===== config.mk =====
export PLATFORM = sky130hd
export DESIGN_NAME = zafx32_multicycle_ctrl_flat
export DESIGN_NICKNAME = d
export VERILOG_FILES = /design/src/rtl/zafx32_pkg.sv /design/src/rtl/zafx32_multicycle_ctrl_if.sv /design/src/rtl/zafx32_mem_watchdog.sv /design/src/rtl/zafx32_multicycle_ctrl.sv /design/src/flat_wrapper.sv
export SDC_FILE = /design/constraint.sdc
export NUM_CORES = 1
export LEC_CHECK = 0
export ABC_AREA = 1
export ABC_CLOCK_PERIOD_IN_PS = 2300
export CAP_MARGIN = 20
export CORE_AREA = 4 4 58 47
export CTS_CLUSTER_SIZE = 24
export DETAILED_ROUTE_END_ITERATION = 6
export DIE_AREA = 0 0 62 51
export PLACE_DENSITY = 0.84
export SLEW_MARGIN = 5
export SYNTH_ARGS = -nofsm -noshare
export SYNTH_HDL_FRONTEND = slang
export SYNTH_SLANG_ARGS = --single-unit

===== constraint.sdc =====
create_clock -name clk -period 2.3 [get_ports clk]
set_input_delay 0.69 -clock clk [delete_from_list [all_inputs] [get_ports clk]]
set_output_delay 0.69 -clock clk [all_outputs]
set_load 0.02 [all_outputs]

===== src/rtl/zafx32_pkg.sv =====
// Shared ZAFx32 control encodings: opcodes, FSM states, and datapath mux selects.
// Imported by the control FSM and by the datapath muxes that consume its selects.
package zafx32_pkg;

   localparam logic [5:0] OP_R     = 6'h00;
   localparam logic [5:0] OP_J     = 6'h02;
   localparam logic [5:0] OP_BEQ   = 6'h04;
   localparam logic [5:0] OP_ADDI  = 6'h08;
   localparam logic [5:0] OP_ADDIS = 6'h09;
   localparam logic [5:0] OP_LW    = 6'h23;
   localparam logic [5:0] OP_SW    = 6'h2B;
   localparam logic [5:0] OP_HALT  = 6'h3F;

   localparam logic [1:0] PC_SRC_SEQ    = 2'd0;
   localparam logic [1:0] PC_SRC_BRANCH = 2'd1;
   localparam logic [1:0] PC_SRC_JUMP   = 2'd2;

   localparam logic [1:0] EXT_SEL_11 = 2'd0;
   localparam logic [1:0] EXT_SEL_16 = 2'd1;
   localparam logic [1:0] EXT_SEL_26 = 2'd2;

   localparam logic [2:0] ALU_OP_ADD   = 3'd0;
   localparam logic [2:0] ALU_OP_SUB   = 3'd1;
   localparam logic [2:0] ALU_OP_FUNCT = 3'd2;

   typedef enum logic [2:0] {
      ST_IDLE,
      ST_FETCH_W,
      ST_DECODE,
      ST_EXEC,
      ST_MEM_W,
      ST_WB,
      ST_HALT,
      ST_FAULT
   } state_e;

   typedef enum logic [3:0] {
      CLS_R,
      CLS_ADDI,
      CLS_ADDIS,
      CLS_LW,
      CLS_SW,
      CLS_BEQ,
      CLS_J,
      CLS_HALT,
      CLS_ILLEGAL
   } op_class_e;

   typedef struct packed {
      logic       pc_write;
      logic [1:0] pc_src;
      logic       ir_write;
      logic [1:0] ext_sel;
      logic [2:0] alu_op;
      logic       alu_srcb;
      logic       mem_req;
      logic       mem_we;
      logic       reg_write;
      logic       wb_sel;
      logic       halted;
      logic       fault;
   } ctrl_t;

   function automatic op_class_e decode_class(input logic [5:0] op);
      op_class_e cls;
      cls = CLS_ILLEGAL;
      case (op)
         OP_R:     cls = CLS_R;
         OP_J:     cls = CLS_J;
         OP_BEQ:   cls = CLS_BEQ;
         OP_ADDI:  cls = CLS_ADDI;
         OP_ADDIS: cls = CLS_ADDIS;
         OP_LW:    cls = CLS_LW;
         OP_SW:    cls = CLS_SW;
         OP_HALT:  cls = CLS_HALT;
         default:  cls = CLS_ILLEGAL;
      endcase
      return cls;
   endfunction

   // Classes without an immediate report ext11 so the select never floats.
   function automatic logic [1:0] ext_sel_of(input op_class_e cls);
      logic [1:0] sel;
      sel = EXT_SEL_11;
      case (cls)
         CLS_ADDI, CLS_LW, CLS_SW, CLS_BEQ: sel = EXT_SEL_16;
         CLS_J:                             sel = EXT_SEL_26;
         default:                           sel = EXT_SEL_11;
      endcase
      return sel;
   endfunction

endpackage


===== src/rtl/zafx32_multicycle_ctrl_if.sv =====
// Unified memory port handshake between the control FSM (master) and memory (slave).
interface zafx32_multicycle_ctrl_if;

   logic mem_req;
   logic mem_we;
   logic mem_ready;

   modport master (
      output mem_req,
      output mem_we,
      input  mem_ready
   );

   modport slave (
      input  mem_req,
      input  mem_we,
      output mem_ready
   );

endinterface


===== src/rtl/zafx32_mem_watchdog.sv =====
// Saturating wait counter for stalled memory accesses; flags the cycle in which
// the count would reach MEM_TIMEOUT.
module zafx32_mem_watchdog #(
   parameter int unsigned MEM_TIMEOUT = 64,
   parameter int unsigned CNT_W       = 7
) (
   input  logic clk,
   input  logic rst,
   input  logic clr_i,
   input  logic inc_i,
   output logic expire_o
);

   localparam logic [CNT_W-1:0] LIMIT = CNT_W'(MEM_TIMEOUT);
   localparam logic [CNT_W-1:0] LAST  = CNT_W'(MEM_TIMEOUT - 1);

   logic [CNT_W-1:0] count_q;
   logic [CNT_W-1:0] count_d;

   // NOTE: count_d gets a default before any branch so always_comb can never infer a latch.
   always_comb begin
      count_d = count_q;
      if (clr_i) begin
         count_d = '0;
      end else if (inc_i && (count_q != LIMIT)) begin
         count_d = count_q + CNT_W'(1);
      end
   end

   // NOTE: state registers use non-blocking assignment so every flop samples pre-edge values.
   always_ff @(posedge clk or posedge rst) begin
      if (rst) begin
         count_q <= '0;
      end else begin
         count_q <= count_d;
      end
   end

   // Expiry is flagged on the stalled cycle that would make the count reach the limit.
   assign expire_o = inc_i && (count_q >= LAST);

endmodule


===== src/rtl/zafx32_multicycle_ctrl.sv =====
// Multi-cycle control FSM for the ZAFx32 core: fetch/decode/execute/memory/writeback
// sequencing, immediate-extender select, and a watchdog-guarded memory handshake.
module zafx32_multicycle_ctrl
   import zafx32_pkg::*;
#(
   parameter int unsigned MEM_TIMEOUT = 64,
   parameter int unsigned CNT_W       = 7
) (
   input  logic                             clk,
   input  logic                             rst,
   zafx32_multicycle_ctrl_if.master         mem_if,
   input  logic [5:0]                       opcode_i,
   input  logic                             zero_i,
   output logic                             pc_write_o,
   output logic [1:0]                       pc_src_o,
   output logic                             ir_write_o,
   output logic [1:0]                       ext_sel_o,
   output logic [2:0]                       alu_op_o,
   output logic                             alu_srcb_o,
   output logic                             reg_write_o,
   output logic                             wb_sel_o,
   output logic                             halted_o,
   output logic                             fault_o
);

   state_e    state_q;
   state_e    state_d;
   op_class_e class_q;
   op_class_e class_d;
   ctrl_t     ctrl;

   logic wait_st;
   logic wd_clr;
   logic wd_inc;
   logic wd_expire;

   // Counter restarts whenever we are outside a wait state or an access completes,
   // so every FETCH_W/MEM_W entry (including MEM_W -> FETCH_W) begins at zero.
   assign wait_st = (state_q == ST_FETCH_W) || (state_q == ST_MEM_W);
   assign wd_clr  = !wait_st || mem_if.mem_ready;
   assign wd_inc  = wait_st && !mem_if.mem_ready;

   zafx32_mem_watchdog #(
      .MEM_TIMEOUT (MEM_TIMEOUT),
      .CNT_W       (CNT_W)
   ) u_watchdog (
      .clk      (clk),
      .rst      (rst),
      .clr_i    (wd_clr),
      .inc_i    (wd_inc),
      .expire_o (wd_expire)
   );

   always_ff @(posedge clk or posedge rst) begin
      if (rst) begin
         state_q <= ST_IDLE;
         class_q <= CLS_R;
      end else begin
         state_q <= state_d;
         class_q <= class_d;
      end
   end

   always_comb begin
      state_d = state_q;
      class_d = class_q;
      case (state_q)
         ST_IDLE: state_d = ST_FETCH_W;

         // Completion takes priority over an expiry flagged in the same cycle.
         ST_FETCH_W: begin
            if (mem_if.mem_ready) begin
               state_d = ST_DECODE;
            end else if (wd_expire) begin
               state_d = ST_FAULT;
            end
         end

         ST_DECODE: begin
            class_d = decode_class(opcode_i);
            case (class_d)
               CLS_HALT:    state_d = ST_HALT;
               CLS_ILLEGAL: state_d = ST_FAULT;
               default:     state_d = ST_EXEC;
            endcase
         end

         ST_EXEC: begin
            case (class_q)
               CLS_LW, CLS_SW:  state_d = ST_MEM_W;
               CLS_BEQ, CLS_J:  state_d = ST_FETCH_W;
               default:         state_d = ST_WB;
            endcase
         end

         ST_MEM_W: begin
            if (mem_if.mem_ready) begin
               state_d = (class_q == CLS_SW) ? ST_FETCH_W : ST_WB;
            end else if (wd_expire) begin
               state_d = ST_FAULT;
            end
         end

         ST_WB: state_d = ST_FETCH_W;

         default: state_d = state_q;
      endcase
   end

   always_comb begin
      ctrl = '0;
      case (state_q)
         // IR and PC load only on the completion beat, so a stalled fetch never advances the PC.
         ST_FETCH_W: begin
            ctrl.mem_req  = 1'b1;
            ctrl.ir_write = mem_if.mem_ready;
            ctrl.pc_write = mem_if.mem_ready;
            ctrl.pc_src   = PC_SRC_SEQ;
         end

         ST_DECODE: ctrl.ext_sel = ext_sel_of(decode_class(opcode_i));

         ST_EXEC: begin
            ctrl.ext_sel = ext_sel_of(class_q);
            case (class_q)
               CLS_R: ctrl.alu_op = ALU_OP_FUNCT;
               CLS_ADDI, CLS_ADDIS, CLS_LW, CLS_SW: begin
                  ctrl.alu_op   = ALU_OP_ADD;
                  ctrl.alu_srcb = 1'b1;
               end
               CLS_BEQ: begin
                  ctrl.alu_op   = ALU_OP_SUB;
                  ctrl.pc_write = zero_i;
                  ctrl.pc_src   = PC_SRC_BRANCH;
               end
               CLS_J: begin
                  ctrl.pc_write = 1'b1;
                  ctrl.pc_src   = PC_SRC_JUMP;
               end
               default: ctrl.alu_op = ALU_OP_ADD;
            endcase
         end

         ST_MEM_W: begin
            ctrl.ext_sel = ext_sel_of(class_q);
            ctrl.mem_req = 1'b1;
            ctrl.mem_we  = (class_q == CLS_SW);
         end

         ST_WB: begin
            ctrl.ext_sel   = ext_sel_of(class_q);
            ctrl.reg_write = 1'b1;
            ctrl.wb_sel    = (class_q == CLS_LW);
         end

         ST_HALT:  ctrl.halted = 1'b1;
         ST_FAULT: ctrl.fault  = 1'b1;
         default:  ctrl.fault  = 1'b0;
      endcase
   end

   assign mem_if.mem_req = ctrl.mem_req;
   assign mem_if.mem_we  = ctrl.mem_we;
   assign pc_write_o     = ctrl.pc_write;
   assign pc_src_o       = ctrl.pc_src;
   assign ir_write_o     = ctrl.ir_write;
   assign ext_sel_o      = ctrl.ext_sel;
   assign alu_op_o       = ctrl.alu_op;
   assign alu_srcb_o     = ctrl.alu_srcb;
   assign reg_write_o    = ctrl.reg_write;
   assign wb_sel_o       = ctrl.wb_sel;
   assign halted_o       = ctrl.halted;
   assign fault_o        = ctrl.fault;

endmodule


===== src/flat_wrapper.sv =====
// flat-port wrapper written by rule: the top's interface ports become plain ports
module zafx32_multicycle_ctrl_flat import zafx32_pkg::*;
#(
   parameter int unsigned MEM_TIMEOUT = 64,
   parameter int unsigned CNT_W       = 7
)
  (clk, rst, opcode_i, zero_i, pc_write_o, pc_src_o, ir_write_o, ext_sel_o, alu_op_o, alu_srcb_o, reg_write_o, wb_sel_o, halted_o, fault_o, mem_if_mem_req, mem_if_mem_we, mem_if_mem_ready);
  zafx32_multicycle_ctrl_if mem_if_i ();
  input  logic clk;
  input  logic rst;
  input  logic [5:0] opcode_i;
  input  logic zero_i;
  output logic pc_write_o;
  output logic [1:0] pc_src_o;
  output logic ir_write_o;
  output logic [1:0] ext_sel_o;
  output logic [2:0] alu_op_o;
  output logic alu_srcb_o;
  output logic reg_write_o;
  output logic wb_sel_o;
  output logic halted_o;
  output logic fault_o;
  output wire logic [$bits(mem_if_i.mem_req)-1:0] mem_if_mem_req;
  output wire logic [$bits(mem_if_i.mem_we)-1:0] mem_if_mem_we;
  input wire logic [$bits(mem_if_i.mem_ready)-1:0] mem_if_mem_ready;
  assign mem_if_mem_req = mem_if_i.mem_req;
  assign mem_if_mem_we = mem_if_i.mem_we;
  assign mem_if_i.mem_ready = mem_if_mem_ready;
  zafx32_multicycle_ctrl #(.MEM_TIMEOUT(MEM_TIMEOUT), .CNT_W(CNT_W)) u_core (.clk(clk), .rst(rst), .mem_if(mem_if_i), .opcode_i(opcode_i), .zero_i(zero_i), .pc_write_o(pc_write_o), .pc_src_o(pc_src_o), .ir_write_o(ir_write_o), .ext_sel_o(ext_sel_o), .alu_op_o(alu_op_o), .alu_srcb_o(alu_srcb_o), .reg_write_o(reg_write_o), .wb_sel_o(wb_sel_o), .halted_o(halted_o), .fault_o(fault_o));
endmodule

Word-level counts from Yosys, hierarchy flattened
Index checks and enable logic that the tools add are counted.
{"block": "word_totals", "register_bits": 14, "in_bits": 10, "output_inout_bits": 16, "word_cells": 78}
{"block": "classes", "add_sub_neg": 1, "order_cmp": 1, "eq_ne": 28, "mux": 25, "n_reduce_logical": 20}
{"operator": "case mux 4 bit (8 select lines)", "n": 1}
{"operator": "== test 4 x 3 -> 1 bit, second input constant", "n": 7}
{"operator": "case mux 3 bit (2 select lines)", "n": 4}
{"operator": "== test 6 bit, second input constant", "n": 3}
{"operator": "case mux 2 bit (2 select lines)", "n": 4}
{"operator": "two-way mux 3 bit", "n": 5}
{"operator": "case mux 3 bit (5 select lines)", "n": 1}
{"operator": "two-way mux 7 bit", "n": 2}
{"operator": "== test 3 bit, second input constant", "n": 4}
{"operator": "== test 4 x 2 -> 1 bit, second input constant", "n": 3}
{"operator": "== test 6 x 4 -> 1 bit, second input constant", "n": 2}
{"operator": "OR reduction 4 bit", "n": 3}
{"operator": "== test 4 x 1 -> 1 bit, second input constant", "n": 2}
{"operator": "OR reduction 2 bit", "n": 4}
{"operator": "adder 7 x 1 -> 7 bit, second input constant", "n": 1}
{"operator": "greater-or-equal comparator 7 x 6 -> 1 bit, second input constant", "n": 1}
{"operator": "inequality test 7 bit, second input constant", "n": 1}
{"operator": "== test 3 x 2 -> 1 bit, second input constant", "n": 2}
{"operator": "== test 6 x 2 -> 1 bit, second input constant", "n": 1}
{"operator": "== test 6 x 3 -> 1 bit, second input constant", "n": 1}
{"operator": "zero test 6 bit", "n": 1}
{"operator": "two-way mux 1 bit", "n": 6}
{"operator": "nonzero test 5 bit", "n": 1}
{"operator": "== test 4 bit, second input constant", "n": 1}
{"operator": "10 further kinds", "n": 14}

Longest topological paths before layout
Gate-level depths: netlist (run 1).
{"block": "logic_depth", "depth_word": 7, "mapped_depth": 9, "depth_no_buf": 9}

Cells and area by module
A second synthesis (run 1) with hierarchy kept.
{"block": "hier_totals", "hier_cells": 190, "area_unflattened_um2": 1237.4}
{"mod": "zafx32_multicycle_ctrl", "n_inst": 1, "cells_each": 125, "area_per_inst_um2": 729.4, "seq_area_each_um2": 175.2}
{"mod": "zafx32_mem_watchdog", "n_inst": 1, "cells_each": 65, "area_per_inst_um2": 508.0, "seq_area_each_um2": 175.2}

Worst setup path after synthesis (run 1)
No wires, ideal clock.
{"block": "synth_timing", "path_type": "input -> output", "from": "input opcode_i[0]", "to": "output ext_sel_o[0]", "arrival_ns": 1.417, "required_ns": 1.610, "slack_ns": 0.193, "path_stages": 7, "path_buffers": 0, "cell_sequence": "inv_1 nand2_1 nor2_1 nand3_1 nand4_1 nand2_1 o21ai_0"}
{"block": "synth_via", "elab_chain_len": 7, "elab_cells_between_ends": 18, "classes_between": "eq/ne (12); mux (4); reduce/logical (2)"}
{"item": "start, declared", "line": "flat_wrapper.sv:11", "rtl": "input logic [5:0] opcode_i;"}
{"item": "== test 6 bit, or another cell as far along", "line": "zafx32_pkg.sv:67", "rtl": "case (op)"}
{"item": "case mux 4 bit (8 select lines) (*)", "line": "zafx32_pkg.sv:67"}
{"item": "two-way mux 4 bit (*)", "line": "zafx32_multicycle_ctrl.sv:112", "rtl": "case (state_q)"}
{"item": "== test 4 x 1 -> 1 bit, or another cell as far along", "line": "zafx32_pkg.sv:85", "rtl": "case (cls)"}
{"item": "OR reduction 4 bit", "line": "zafx32_pkg.sv:85"}
{"item": "case mux 2 bit (2 select lines) (*)", "line": "zafx32_pkg.sv:85"}
{"item": "case mux 2 bit (2 select lines) (*)", "line": "zafx32_multicycle_ctrl.sv:112"}
{"item": "end, declared", "line": "flat_wrapper.sv:16", "rtl": "output logic [1:0] ext_sel_o;"}
Every way passes the cells marked *; elsewhere a longest branch is shown, timed or not. The select of a mux whose other input is x is not followed.

Worst setup path in the final report (run 1)
{"block": "layout_timing", "from": "input opcode_i[5]", "to": "output ext_sel_o[0]"}
Same word-level chain as after synthesis.

==> metrics, run 1 <==
slowest stage cell on the critical path buf_4; Reg2Reg Capture Point u_core.state_q[2]$_DFFE_PP0P_; status completed; die area 0.00316 mm2; static leakage 0.831 nW; f_max 442 MHz; ant diodes 0; Post-Syn Nets 181; first-iteration detailed-routing DRC count 70; Seq/Total Area, Yosys 32.5%; Port Buffers 24; Final Hold Viols 0; post-route ant nets 0; dpl hpwl 2390 um; Cells after Synth 169; gr ovfl total 0; commonest non-fill, non-tap cell in the layout nand2_1; Sink Count 14; r2r setup slk 0.72 ns; reg2reg path depth 9; global-route wire length before repair 5350 um; power per cell area 307 mW/mm2; hold_buf cts 0; WL final 3240 um; Routed WL per cell 12.9 um; fin crit period 2.26 ns; clock latency at the later pin of the worst-skew pair 0.28 ns; Arrival @ worst endpoint 1.57 ns; H-tree Lvls 1; fin. max-slew vios 0; Post-Syn Area per Cell 6.37 um2; GRT Overall Usage 22.8%; Setup crit end kind output port; period utilization 98.3%; largest net degree at the start of global routing 15; grt peak-use layer met2; commonest non-fill, non-tap cells in the layout 39 x nand2_1, 33 x buf_4, 23 x nor2_1; initial antenna violation count 0; Total Nets Final 240; via count 1,301; Core Box Area 0.00220 mm2; TritonCTS buffer count 3; HP Class flip-flop to flip-flop; hold depth 1; skew final 0.000662 ns; Max Cap Violations 0; Die Y 51 um; maximum vdd drop 0.464 mV; GP Congestion 0.905; Startpoint Class input pin; initial cell density of the core 49.1%; met1 GRT Util 27.8%; # DRC 0; CP bufs+invs 3; worst endpoint required time 1.61 ns; CP cell instances buf_2, inv_2, nand2_2, nor2_4, nand3_2, nand4_1, nand2_1, o21ai_1, buf_4; R2R Path Start u_core.state_q[1]$_DFFE_PP0P_; sequential share of power 50.1%; CP peak stage delay 0.16 ns; CTS tree done; hold slack 0.511 ns; Overall Power 0.491 mW; drt pass-1 iters 4; die width 62 um; num ports 26; met3 Use GR 4.55%; post-synthesis cell type count 28; root buffer cell clkbuf_4; Rows 15; area grow syn2layout 48.5%; setup violators final 0; fraction of layout cells with a size suffix above 1 36.6%; Sw Pwr 0.120 mW; delay-heaviest family, CP simple AND/OR/NAND/NOR gates; worst slew pin tran 0.527 ns; Internal 0.371 mW; Vias/cell 5.16; switching portion of total power 24.4%; Rel. slew slack 64.8%; met2 Use GR 37.6%; Gate power share 13.6%; Syn. warnings 0; worst-path fanout max 3; #FFs+latches synth 14; Hold Startpoint u_core.u_watchdog.count_q[6]$_DFFE_PP0P_; CTS Buffer Depth 2; Worst Hold Endpoint u_core.u_watchdog.count_q[6]$_DFFE_PP0P_; critical path class input pin to output port; vias in the first global route 1,253; cell area after synthesis 0.00108 mm2; clock share of power 36.3%; clock-pin slew on the worst setup and hold paths 0.09 ns
## timing repair
item | CTS | global route
setup buffers | 2 | 8
gates resized for setup | 66 | 34
setup endpoints to repair | 15 | 13
hold endpoints to repair | 0 | 0
pin swaps | 7 | 8
## cell families (layout without fill, tap and decap cells)
family	count (synthesis)	count (layout)	share of synthesized area, %
adders and majority gates	2	2	2.32
buffers and inverters	30	88	10.8
and+or+nand+nor	97	97	39.1
DFF	14	14	32.5
other	1	1	0.348
xor gates and xnor gates	3	3	2.44
AOI/OAI and AO/OA	22	22	12.4
## layer usage
| layer | routed length [um] | vias up |
|---|---|---|
| li1 | - | 659 |
| met1 | 1410 | 597 |
| met2 | 1570 | 39 |
| met3 | 212 | 6 |
| met4 | 53 | 0 |
| met5 | 0 | - |
## power by group through the flow
stage                     logic, mW  registers (mW)  clock network [mW]
after floorplan              0.0229           0.251                   0
final                        0.0669           0.246               0.178
after global placement       0.0545           0.251                   0
after CTS                    0.0606           0.246               0.180
after detailed placement     0.0558           0.251                   0
after global routing         0.0736           0.246               0.198
## area by class of cell
cell class,instances,area [um2]
timing repair buffer,55,393
tap,25,31.3
clock buffer,4,36.3
sequential,14,350
inverter,29,109
multi-input combinational,125,681
fill,171,596
## synthesized netlist by cell type
cell type / n / area, um2
nand2_1: 41 / 154
nor2_1: 31 / 116
inv_1: 23 / 86.3
dfrtp_1: 14 / 350
nand3_1: 11 / 55.1
nand4_1: 7 / 43.8
a21oi_1: 6 / 30.0
inv_2: 6 / 22.5
o21ai_1: 6 / 30.0
o21ai_0: 4 / 20.0
ha_1: 2 / 25.0
xor2_1: 2 / 17.5
a211o_1: 1 / 8.76
a21oi_4: 1 / 16.3
a31oi_1: 1 / 6.26
buf_4: 1 / 7.51
conb_1: 1 / 3.75
nand2_2: 1 / 6.26
nor2_2: 1 / 6.26
nor3_1: 1 / 5.00
nor3_2: 1 / 10.0
nor4_1: 1 / 6.26
nor4_2: 1 / 12.5
o2111ai_1: 1 / 8.76
o21bai_1: 1 / 7.51
o22ai_1: 1 / 6.26
or2_1: 1 / 6.26
xnor2_1: 1 / 8.76
## how the worst max path moves through the flow
stage                                              from  cells after the start  slack [ns]           end
final                                       opcode_i[5]                      9        0.04  ext_sel_o[0]
after global placement                      opcode_i[3]                      8       -0.77  ext_sel_o[0]
after detailed placement                    opcode_i[3]                      8       -0.84  ext_sel_o[0]
after CTS                                   opcode_i[3]                      8      -0.004  ext_sel_o[0]
after floorplan                             opcode_i[0]                      7        0.19  ext_sel_o[0]
after global routing      u_core.state_q[1]$_DFFE_PP0P_                      5      -0.008    alu_srcb_o
## per-stage QoR
stage          TNS (ns)  cell area [um2]  setup WS (ns)  instances  utilization, %
3_3_place_gp      -2.43             1500         -0.771        238            68.3
5_1_grt         -0.0147             1600       -0.00787        252            72.9
6_report              0             1600         0.0391        252            72.9
4_1_cts        -0.00426             1570       -0.00426        244            71.5
2_1_floorplan         0             1080          0.193        169               -
3_5_place_dp      -2.58             1500         -0.837        238            68.3
## sequential cells by signal, summed over array words and instances (netlist names)
signal,count
u_core.class_q,4
u_core.state_q,3
u_core.u_watchdog.count_q,7
## worst reg2reg max path, delay by kind of cell (launching register included)
family | cells | cell delay, ns
AO/OA/AOI/OAI | 1 | 0.23
AND/OR/NAND/NOR | 6 | 0.54
flip-flops | 1 | 0.43
buffers and inverters | 2 | 0.33
Power figures use the tool's default switching activity.
==> run 2: changes to the inputs <==
Settings changed: CORE_AREA 4 4 58 47 to 4 4 62 50, DIE_AREA 0 0 62 51 to 0 0 66 54, PLACE_DENSITY 0.84 to 0.75.
==> run 2 against run 1 <==
  * Global-route usage decreased by 2.4 points
  * Largest power group unchanged
  * Sequential cell count unchanged
  * Clock skew increased by 0.0043 ns
  * Critical path depth decreased by 2
  * Die area increased by 13%
  * Sequential power about the same
  * Hold slack improved by 0.0093 ns
  * Register-to-register slack got worse by 0.06 ns
==> metrics, run 2 (synthesized netlist as in run 1, its figures left out) <==
status completed; setup violators final 0 (unchanged); CTS Buffer Depth 2 (unchanged); Port Buffers 24 (unchanged); worst-path fanout max 3 (unchanged); clock latency at the later pin of the worst-skew pair 0.29 ns (about the same); delay-heaviest family, CP simple AND/OR/NAND/NOR gates; largest net degree at the start of global routing 15 (unchanged); top flop regs u_core.u_watchdog.count_q (7), u_core.class_q (4), u_core.state_q (3); global-route wire length before repair 5630 um (+5.2%); r2r setup slk 0.66 ns (-0.06 ns); Final Core Density 65.0% (-7.9 points); hold slack 0.520 ns (+0.00928 ns); # DRC 0 (unchanged); die width 66 um (+6.5%); HP Class flip-flop to flip-flop; CTS tree done; slowest stage cell on the critical path nor2_2; Gate power share 13.8% (+0.2 points); max reg flops 7 (unchanged); Routed WL per cell 12.5 um (-2.8%); Setup crit end kind output port; Core Box Area 0.00250 mm2 (+14%); RSZ-0062 raised after global routing true; placed cells 251 (+5.5%); gr ovfl total 0 (unchanged); sequential share of power 49.6% (-0.5 points); die area 0.00356 mm2 (+13%); f_max 446 MHz (+0.76%); period utilization 97.6% (-0.74 points); CP bufs+invs 2 (-1); vias in the first global route 1,300 (+3.8%); dpl hpwl 2390 um (-0.22%); area grow syn2layout 51.0%; Reg area 352 um2 (+0.36%); post-route ant nets 0 (unchanged); Sink Count 14 (unchanged); fraction of layout cells with a size suffix above 1 35.9% (-0.63 points); Arrival @ worst endpoint 1.55 ns (-0.02 ns); Rows 16 (+1); multi-input logic area 653 um2 (-4.0%); drt pass-1 iters 4 (unchanged); initial cell density of the core 43.0% (-6.0 points); Sw Pwr 0.123 mW (+2.8%); TritonCTS buffer count 3 (unchanged); static leakage 0.849 nW (+2.1%); fin. max-slew vios 0 (unchanged); clock-pin slew on the worst setup and hold paths 0.08 ns (about the same); power per cell area 305 mW/mm2 (-0.62%); Total Nets Final 244 (+1.7%); largest reg by FF count u_core.u_watchdog.count_q; GRT Overall Usage 20.4% (-2.4 points); Rel. slew slack 65.6% (+0.77 points); Startpoint Class input pin; skew final 0.00492 ns (+0.00426 ns); WL final 3340 um (+3.0%); H-tree Lvls 1 (unchanged); fillers 220 (+29%); num ports 26 (unchanged); first-iteration detailed-routing DRC count 139 (+99%); CP peak stage delay 0.17 ns (about the same); Final Hold Viols 0 (unchanged); via count 1,344 (+3.3%); worst slew pin tran 0.515 ns (-0.0116 ns); worst endpoint required time 1.61 ns (about the same); fin crit period 2.24 ns (-0.0170 ns); Internal 0.373 mW (+0.43%); GP Congestion 0.872 (-3.7%); root buffer cell clkbuf_4; Die Y 54 um (+5.9%); critical path class input pin to output port; switching portion of total power 24.9% (+0.43 points); hold_buf cts 0 (unchanged); ant diodes 0 (unchanged); commonest non-fill, non-tap cells in the layout 39 x nand2_1, 39 x buf_4, 26 x nor2_1; Max Cap Violations 0 (unchanged); Vias/cell 5.03 (-2.5%); initial antenna violation count 0 (unchanged); Finished Layout Cells 267 (+6.0%); CP cell instances buf_4, nor2_2, nand4_1, nand4_1, nand2_1, o21ai_1, buf_4; maximum vdd drop 0.430 mV (-7.5%); clock share of power 36.6% (+0.3 points)
-- run 2: cell count changes in the layout (fill, tap and decap cells not counted), sizes merged --
| cell | change |
|---|---|
| clkdlybuf4s15 | +1 |
| buf | +1 |
| dlygate4sd2 | -1 |
| clkbuf | +3 |
-- run 2: worst reg2reg max path, stage by stage (launching register included) --
cell,delay [ns]
dfrtp_1,0.42
buf_4,0.16
nor2_1,0.14
nand2_1,0.15
buf_4,0.18
a21oi_4,0.23
nand2_1,0.11
nand2_1,0.07
nand2_1,0.05
nand4_1,0.08
-- run 2: path summary, 6_finish.rpt --
path / cells after the start / endpoint / from
max in group asynchronous: 2 / u_core.class_q[3]$_DFFE_PP0P_ / rst
worst max-delay path: 7 / ext_sel_o[0] / opcode_i[5]
worst max register to register: 9 / u_core.state_q[2]$_DFFE_PP0P_ / u_core.state_q[1]$_DFFE_PP0P_
worst min register to register: 1 / u_core.u_watchdog.count_q[6]$_DFFE_PP0P_ / u_core.u_watchdog.count_q[6]$_DFFE_PP0P_
worst min-delay path: 1 / u_core.u_watchdog.count_q[6]$_DFFE_PP0P_ / u_core.u_watchdog.count_q[6]$_DFFE_PP0P_
min in group asynchronous: 2 / u_core.u_watchdog.count_q[1]$_DFFE_PP0P_ / rst
-- run 2: area by class of cell --
| cell class | count | share of cell area, % |
|---|---|---|
| clock buffers | 4 | 2.23 |
| inverters | 29 | 6.85 |
| well taps | 36 | 2.77 |
| repair buffers | 59 | 26.4 |
| flip-flops and latches | 14 | 21.6 |
| multi-input cells | 125 | 40.2 |
-- run 2: metrics by stage --
stage	area (um2)	TNS, ns	total power, mW	setup WS (ns)
floorplan	1080	0	0.274	0.193
global placement	1530	-2.36	0.306	-0.777
detailed placement	1530	-2.48	0.307	-0.842
CTS	1650	-0.0644	0.495	-0.0644
global route	1630	-0.0359	0.522	-0.0351
finish	1630	0	0.496	0.0560
-- run 2: routing by layer --
| metal | GRT usage [%] | wire length [um] | vias up |
|---|---|---|---|
| met2 | 37.9 | 1650 | 51 |
| met3 | 3.55 | 219 | 6 |
| met5 | 0 | 0 | - |
| met4 | 5.74 | 31 | 0 |
| li1 | - | - | 666 |
| met1 | 24.3 | 1440 | 621 |
-- run 2: power groups by stage --
| stage | combinational [mW] | clock [mW] | sequential, mW |
|---|---|---|---|
| final | 0.0684 | 0.181 | 0.246 |
| after global placement | 0.0548 | 0 | 0.251 |
| after floorplan | 0.0229 | 0 | 0.251 |
| after global routing | 0.0744 | 0.202 | 0.246 |
| after CTS | 0.0617 | 0.187 | 0.246 |
| after detailed placement | 0.0559 | 0 | 0.251 |
-- run 2: timing repair --
item                                    in CTS  in global routing
cloned                                       0                  0
gates resized for setup                     59                 37
pin swaps                                    6                  7
buffers inserted                            11                  1
endpoints found under the setup margin      15                 14
